==> src/rtl/mem_access_unit_pkg.sv <==
// ============================================================================
// Module      : mem_access_unit_pkg
// Description : Shared SWHB size codes, LSU state encoding and address helpers.
// Revision    : 1.0
// ============================================================================
`default_nettype none

package mem_access_unit_pkg;

  localparam logic [1:0] SWHB_WORD = 2'b01;
  localparam logic [1:0] SWHB_HALF = 2'b10;
  localparam logic [1:0] SWHB_BYTE = 2'b11;

  typedef enum logic [1:0] {
    LSU_IDLE = 2'd0,
    LSU_BUSY = 2'd1,
    LSU_DONE = 2'd2
  } lsu_state_e;

  // A size code of 00 behaves as a word access everywhere.
  function automatic logic is_misaligned(input logic [1:0] swhb, input logic [1:0] addr_lo);
    case (swhb)
      SWHB_BYTE: is_misaligned = 1'b0;
      SWHB_HALF: is_misaligned = addr_lo[0];
      default:   is_misaligned = (addr_lo != 2'b00);
    endcase
  endfunction

  function automatic logic [1:0] lane_addr(input logic [1:0] swhb, input logic [1:0] addr_lo);
    case (swhb)
      SWHB_BYTE: lane_addr = addr_lo;
      SWHB_HALF: lane_addr = {addr_lo[1], 1'b0};
      default:   lane_addr = 2'b00;
    endcase
  endfunction

endpackage

`default_nettype wire

==> src/rtl/flopenr.sv <==
// ============================================================================
// Module      : flopenr
// Description : Enabled register with asynchronous active-high reset to zero.
// Revision    : 1.0
// ============================================================================
`default_nettype none

module flopenr #(
  parameter int WIDTH = 8
) (
  input  logic             clk,
  input  logic             reset,
  input  logic             en,
  input  logic [WIDTH-1:0] d,
  output logic [WIDTH-1:0] q
);

  always_ff @(posedge clk or posedge reset) begin
    if (reset)
      q <= '0;
    else if (en)
      q <= d;
  end

endmodule

`default_nettype wire

==> src/rtl/mem_access_unit_load_extend.sv <==
// ============================================================================
// Module      : load_extend
// Description : Selects the addressed byte/half of a read word and sign- or
//               zero-extends it to XLEN.
// Revision    : 1.0
// ============================================================================
`default_nettype none

module load_extend
  import mem_access_unit_pkg::*;
#(
  parameter int XLEN = 32
) (
  input  logic [XLEN-1:0] rdata,
  input  logic [1:0]      addr,
  input  logic [1:0]      swhb,
  input  logic            lu,
  output logic [XLEN-1:0] ext
);

  logic [7:0]  w_byte;
  logic [15:0] w_half;

  always_comb begin
    w_byte = rdata[7:0];
    case (addr)
      2'd0: w_byte = rdata[7:0];
      2'd1: w_byte = rdata[15:8];
      2'd2: w_byte = rdata[23:16];
      2'd3: w_byte = rdata[31:24];
      default: w_byte = rdata[7:0];
    endcase
    w_half = addr[1] ? rdata[31:16] : rdata[15:0];
  end

  always_comb begin
    ext = rdata;
    case (swhb)
      SWHB_BYTE: ext = {{(XLEN-8){~lu & w_byte[7]}}, w_byte};
      SWHB_HALF: ext = {{(XLEN-16){~lu & w_half[15]}}, w_half};
      default:   ext = rdata;
    endcase
  end

endmodule

`default_nettype wire

==> src/rtl/mem_access_unit.sv <==
// ============================================================================
// Module      : mem_access_unit
// Description : MEM-stage load/store controller: handshakes with data memory,
//               stalls the pipeline, returns extended load data.
//               MISALIGN_TRAP_EN: reject misaligned requests with a pulse.
// Revision    : 1.0
// ============================================================================
`default_nettype none

module mem_access_unit
  import mem_access_unit_pkg::*;
#(
  parameter int XLEN      = 32,
  parameter int ADDR_SIZE = 32
) (
  input  logic                 clk,
  input  logic                 reset,
  input  logic                 req_valid,
  input  logic                 req_we,
  input  logic [1:0]           req_swhb,
  input  logic                 req_lu,
  input  logic [ADDR_SIZE-1:0] req_addr,
  input  logic [XLEN-1:0]      req_wdata,
  input  logic [3:0]           amp,
  output logic                 stall,
  output logic                 ld_valid,
  output logic [XLEN-1:0]      ld_data,
  output logic                 dmem_req,
  output logic                 dmem_we,
  output logic [ADDR_SIZE-1:0] dmem_addr,
  output logic [3:0]           dmem_be,
  output logic [XLEN-1:0]      dmem_wdata,
  input  logic                 dmem_ack,
  input  logic [XLEN-1:0]      dmem_rdata,
  output logic                 misaligned
);

  lsu_state_e r_state;
  lsu_state_e w_next;

  logic                 w_mis;
  logic [1:0]           w_lane;
  logic                 w_accept;
  logic                 w_capture;
  logic [XLEN-1:0]      w_wdata_rep;
  logic [XLEN-1:0]      w_ext;

  logic                 r_we;
  logic [1:0]           r_swhb;
  logic                 r_lu;
  logic [ADDR_SIZE-1:0] r_addr;
  logic [XLEN-1:0]      r_wdata;
  logic [3:0]           r_be;

`ifdef MISALIGN_TRAP_EN
  assign w_mis  = is_misaligned(req_swhb, req_addr[1:0]);
  assign w_lane = req_addr[1:0];
`else
  // Misaligned low bits are dropped so the access lands on the enclosing lane.
  assign w_mis  = 1'b0;
  assign w_lane = lane_addr(req_swhb, req_addr[1:0]);
`endif

  always_comb begin
    w_wdata_rep = req_wdata;
    case (req_swhb)
      SWHB_BYTE: w_wdata_rep = {(XLEN/8){req_wdata[7:0]}};
      SWHB_HALF: w_wdata_rep = {(XLEN/16){req_wdata[15:0]}};
      default:   w_wdata_rep = req_wdata;
    endcase
  end

  flopenr #(.WIDTH(1)) u_we_reg (
    .clk(clk), .reset(reset), .en(w_accept), .d(req_we), .q(r_we)
  );
  flopenr #(.WIDTH(2)) u_swhb_reg (
    .clk(clk), .reset(reset), .en(w_accept), .d(req_swhb), .q(r_swhb)
  );
  flopenr #(.WIDTH(1)) u_lu_reg (
    .clk(clk), .reset(reset), .en(w_accept), .d(req_lu), .q(r_lu)
  );
  flopenr #(.WIDTH(ADDR_SIZE)) u_addr_reg (
    .clk(clk), .reset(reset), .en(w_accept),
    .d({req_addr[ADDR_SIZE-1:2], w_lane}), .q(r_addr)
  );
  flopenr #(.WIDTH(XLEN)) u_wdata_reg (
    .clk(clk), .reset(reset), .en(w_accept), .d(w_wdata_rep), .q(r_wdata)
  );
  flopenr #(.WIDTH(4)) u_be_reg (
    .clk(clk), .reset(reset), .en(w_accept), .d(amp), .q(r_be)
  );

  always_ff @(posedge clk or posedge reset) begin
    if (reset)
      r_state <= LSU_IDLE;
    else
      r_state <= w_next;
  end

  always_comb begin
    w_next     = r_state;
    stall      = 1'b0;
    dmem_req   = 1'b0;
    ld_valid   = 1'b0;
    misaligned = 1'b0;
    w_accept   = 1'b0;
    w_capture  = 1'b0;
    case (r_state)
      LSU_IDLE: begin
        // Requests seen while reset is held must not stall or latch.
        if (req_valid && !reset) begin
          if (w_mis) begin
            misaligned = 1'b1;
          end else begin
            w_accept = 1'b1;
            stall    = 1'b1;
            w_next   = LSU_BUSY;
          end
        end
      end
      LSU_BUSY: begin
        dmem_req = 1'b1;
        stall    = 1'b1;
        if (dmem_ack) begin
          w_capture = ~r_we;
          w_next    = LSU_DONE;
        end
      end
      LSU_DONE: begin
        ld_valid = ~r_we;
        w_next   = LSU_IDLE;
      end
      default: w_next = LSU_IDLE;
    endcase
  end

  assign dmem_we    = r_we;
  assign dmem_addr  = {r_addr[ADDR_SIZE-1:2], 2'b00};
  assign dmem_be    = r_be;
  assign dmem_wdata = r_wdata;

  load_extend #(.XLEN(XLEN)) u_load_extend (
    .rdata(dmem_rdata),
    .addr (r_addr[1:0]),
    .swhb (r_swhb),
    .lu   (r_lu),
    .ext  (w_ext)
  );

  flopenr #(.WIDTH(XLEN)) u_ld_data_reg (
    .clk(clk), .reset(reset), .en(w_capture), .d(w_ext), .q(ld_data)
  );

endmodule

`default_nettype wire
==> config.mk <==
export PLATFORM = sky130hd
export DESIGN_NAME = mem_access_unit
export DESIGN_NICKNAME = d
export VERILOG_FILES = /design/src/rtl/mem_access_unit_pkg.sv /design/src/rtl/flopenr.sv /design/src/rtl/mem_access_unit_load_extend.sv /design/src/rtl/mem_access_unit.sv
export SDC_FILE = /design/constraint.sdc
export NUM_CORES = 1
export LEC_CHECK = 0
export CAP_MARGIN = 10
export CORE_MARGIN = 2
export CORE_UTILIZATION = 25
export DETAILED_ROUTE_END_ITERATION = 6
export GPL_ROUTABILITY_DRIVEN = 0
export GPL_TIMING_DRIVEN = 1
export PLACE_DENSITY_LB_ADDON = 0.1
export SLEW_MARGIN = 0
export SYNTH_ARGS = -nofsm -noshare
export SYNTH_HDL_FRONTEND = slang
export SYNTH_HIERARCHICAL = 1
export SYNTH_SLANG_ARGS = --single-unit
==> constraint.sdc <==
create_clock -name clk -period 2.3 [get_ports clk]
set_clock_uncertainty 0.1 [all_clocks]
set_input_delay 0.46 -clock clk [delete_from_list [all_inputs] [get_ports clk]]
set_output_delay 0.46 -clock clk [all_outputs]
set_load 0.02 [all_outputs]
==> results.ini <==
[setup_path]
worst-endpoint-required_ns=1.74
path_class=flip-flop to output port
cp-end-kind=output port
worst-path-max-fanout=6
crit_path_start_kind=flip-flop
crit_path_arrival_time_ns=1.67
critical-path-slowest-cell=clkdlybuf4s50_1
cpPeakStageDelay_ns=0.64
crit_chain=nor3b_1 -> clkdlybuf4s50_1

[route]
number_of_drc_violations_after_detailed_routing=0
wl_per_cell_um=17.6
drt-vias-per-instance=4.32
antenna_left=0
postRouteWirelength_um=16900
drtPass1Iterations=6
route.vias.total=4139
detail_route.iter0.violations=109

[timing]
hold_violations=0
holdWs_ns=0.350
achievable-frequency_mhz=449
final-setup-viol-count=0
rsz0062_at_grt=no
report.final.slew_viol_count=0
min_period_ns=2.23
setup_total_negative_slack_ns=0
post-route-period-util_pct=96.9

[synthesis]
netlist.area_leader.share_pct=45.0
synth_seq_area_share_pct=45.0
synth_cell_types=39
average_instance_area_after_synthesis_um2=14.3
synth_seq_cells=106
post_synth_main_area_contributors=dfrtp_1, mux2_4, mux2_2, mux4_1, buf_12
post_synth_edffs=0
synth_top_cell_by_area=dfrtp_1
synth.cell_area_um2=5890
post_syn_instances=413
synthesis.yosys.warnings=6
synth_flop_cell=dfrtp_1
synthMostInstantiatedCell=dfrtp_1
post_synth_most_frequent_cells=dfrtp_1, mux2_4, nor2_1
postSynth.asyncResetShare_pct=100

[clock_tree]
clock_root_buffer=clkbuf_16
cts.reportedPaths.clkPinSlew_ns=0.07
maximum_level_of_the_cts_h_tree=3
postCtsHoldBufs=0
numCtsBuffers=9
cts.sinks=106
clock_latency_ns=0.35
clk_path_buf_depth=2
cts_tree=built

[layout]
final_layout_size_suffix_gt1_share_pct=27.5
antenna-diode-count=0
nets=743
finish.instance_area_um2=8660
area_delta_synth_final_pct=47.0

[power]
p_leak_nw=3.73
power_w=0.00858
largest_voltage_drop_on_the_vdd_net_uv=398
power.density_cell_area_nw_per_um2=990

[grt]
grt_overflow=0
grt_pass1_vias=4462
grt_pass1_wl_um=25300
groute.layer.met3.usage_pct=4.32
grt_use_met2_pct=21.4
largest_net_degree_at_the_start_of_global_routing=33
grt_usage_pct=13.4
number_of_antenna_violations_at_the_first_check_in_global_routing=0
grt_busiest_layer=met2
global_route.usage.met1_pct=16.6

[place]
dp.final_hpwl_um=12400
port_buffers=209
placement.cell_area_um2=8390

[die]
die_height_um=158
area_of_the_die_um2=24800
boundaryPins=213
start_util_pct=25.3
die_width_um=158
core-area_um2=23300
num_rows=56

[outcome]
status=finished, final reports clean

[worst_hold_path]
hold_wc_path_type=input port to async pin

[job]
max_cap_violations=0

## registers in the layout, indices dropped and copies added, names as in the netlist
| name | flops |
|---|---|
| u_be_reg/q | 4 |
| u_we_reg/q | 1 |
| u_swhb_reg/q | 2 |
| u_wdata_reg/q | 32 |
| u_ld_data_reg/q | 32 |
| u_addr_reg/q | 32 |
| u_lu_reg/q | 1 |
| r_state | 2 |
## final timing paths
kind / start / to / slack (ns) / cells past startpoint
setup / recovery: r_state[1]$_DFFE_PP0P_ / ld_valid / 0.07 / 2
hold / removal: reset / u_lu_reg/q$_DFFE_PP0P_ / 0.35 / 3
setup reg to reg: u_addr_reg/q[1]$_DFFE_PP0P_ / u_ld_data_reg/q[6]$_DFFE_PP0P_ / 0.40 / 5
hold reg to reg: u_wdata_reg/q[8]$_DFFE_PP0P_ / u_wdata_reg/q[8]$_DFFE_PP0P_ / 0.41 / 1
max in group asynchronous: reset / u_ld_data_reg/q[11]$_DFFE_PP0P_ / 1.16 / 4
min in group clk: u_wdata_reg/q[8]$_DFFE_PP0P_ / u_wdata_reg/q[8]$_DFFE_PP0P_ / 0.41 / 1
## stage by stage
stage                     util, %  setup slack [ns]  std cells
after floorplan                 -             0.294        415
after global placement       36.0           -0.0803        943
after detailed placement     36.0           -0.0750        943
after CTS                    37.1            0.0501        959
after global routing         37.1            0.0231        959
final                        37.1            0.0719        959
## repair_timing
item / CTS / global route
buffers inserted: 0 / 0
endpoints found under the setup margin: 1 / 0
gates resized for setup: 1 / 0
## cell usage in the layout (no fill, tap or decap), drive strengths merged, types with 11 or more instances in the layout
| cell | instances |
|---|---|
| a21oi | 16 |
| buf | 32 |
| clkbuf | 12 |
| clkdlybuf4s50 | 208 |
| dfrtp | 106 |
| inv | 18 |
| mux2 | 123 |
| mux2i | 14 |
| nand2b | 11 |
| nand3 | 11 |
| nor2 | 29 |
## power by group
part | total, W | switching, W | internal (W) | leakage (nW)
registers | 0.00292 | 0.000430 | 0.00249 | 1.26
logic | 0.00416 | 0.00179 | 0.00237 | 2.34
clock network | 0.00149 | 0.000726 | 0.000765 | 0.125
## worst max-delay path: cells and delay by family, from the launching register on
family,cells,cell delay (ns)
buf+inv,1,0.64
flops,1,0.47
simple gates,1,0.22
## layer usage
metal | vias to the layer above | wire length [µm] | share of wire [%]
li1 | 1920 | - | -
met1 | 2055 | 7310 | 43
met2 | 147 | 8040 | 48
met3 | 17 | 1240 | 7.3
met4 | 0 | 309 | 1.8
met5 | - | 0 | 0
## final cells by class
type | count | area [µm²]
multi-input combinational | 259 | 2830
timing repair buffer | 241 | 2440
fill | 2270 | 14700
inverter | 18 | 67.6
tap | 319 | 399
sequential | 106 | 2650
clock buffer | 12 | 246
clock inverter | 4 | 27.5
## cell families (layout without fill, tap and decap cells)
kind of cell           Yosys count  in the layout  share of synthesized area (%)
AOI/OAI and AO/OA               44             44                           5.56
buffers and inverters           50            275                           7.47
DFF                            106            106                           45.0
muxes                          144            144                           35.6
other                            1              3                         0.0636
and+or+nand+nor                 68             68                           6.28
Note: power is estimated with default switching activity, not from simulation.
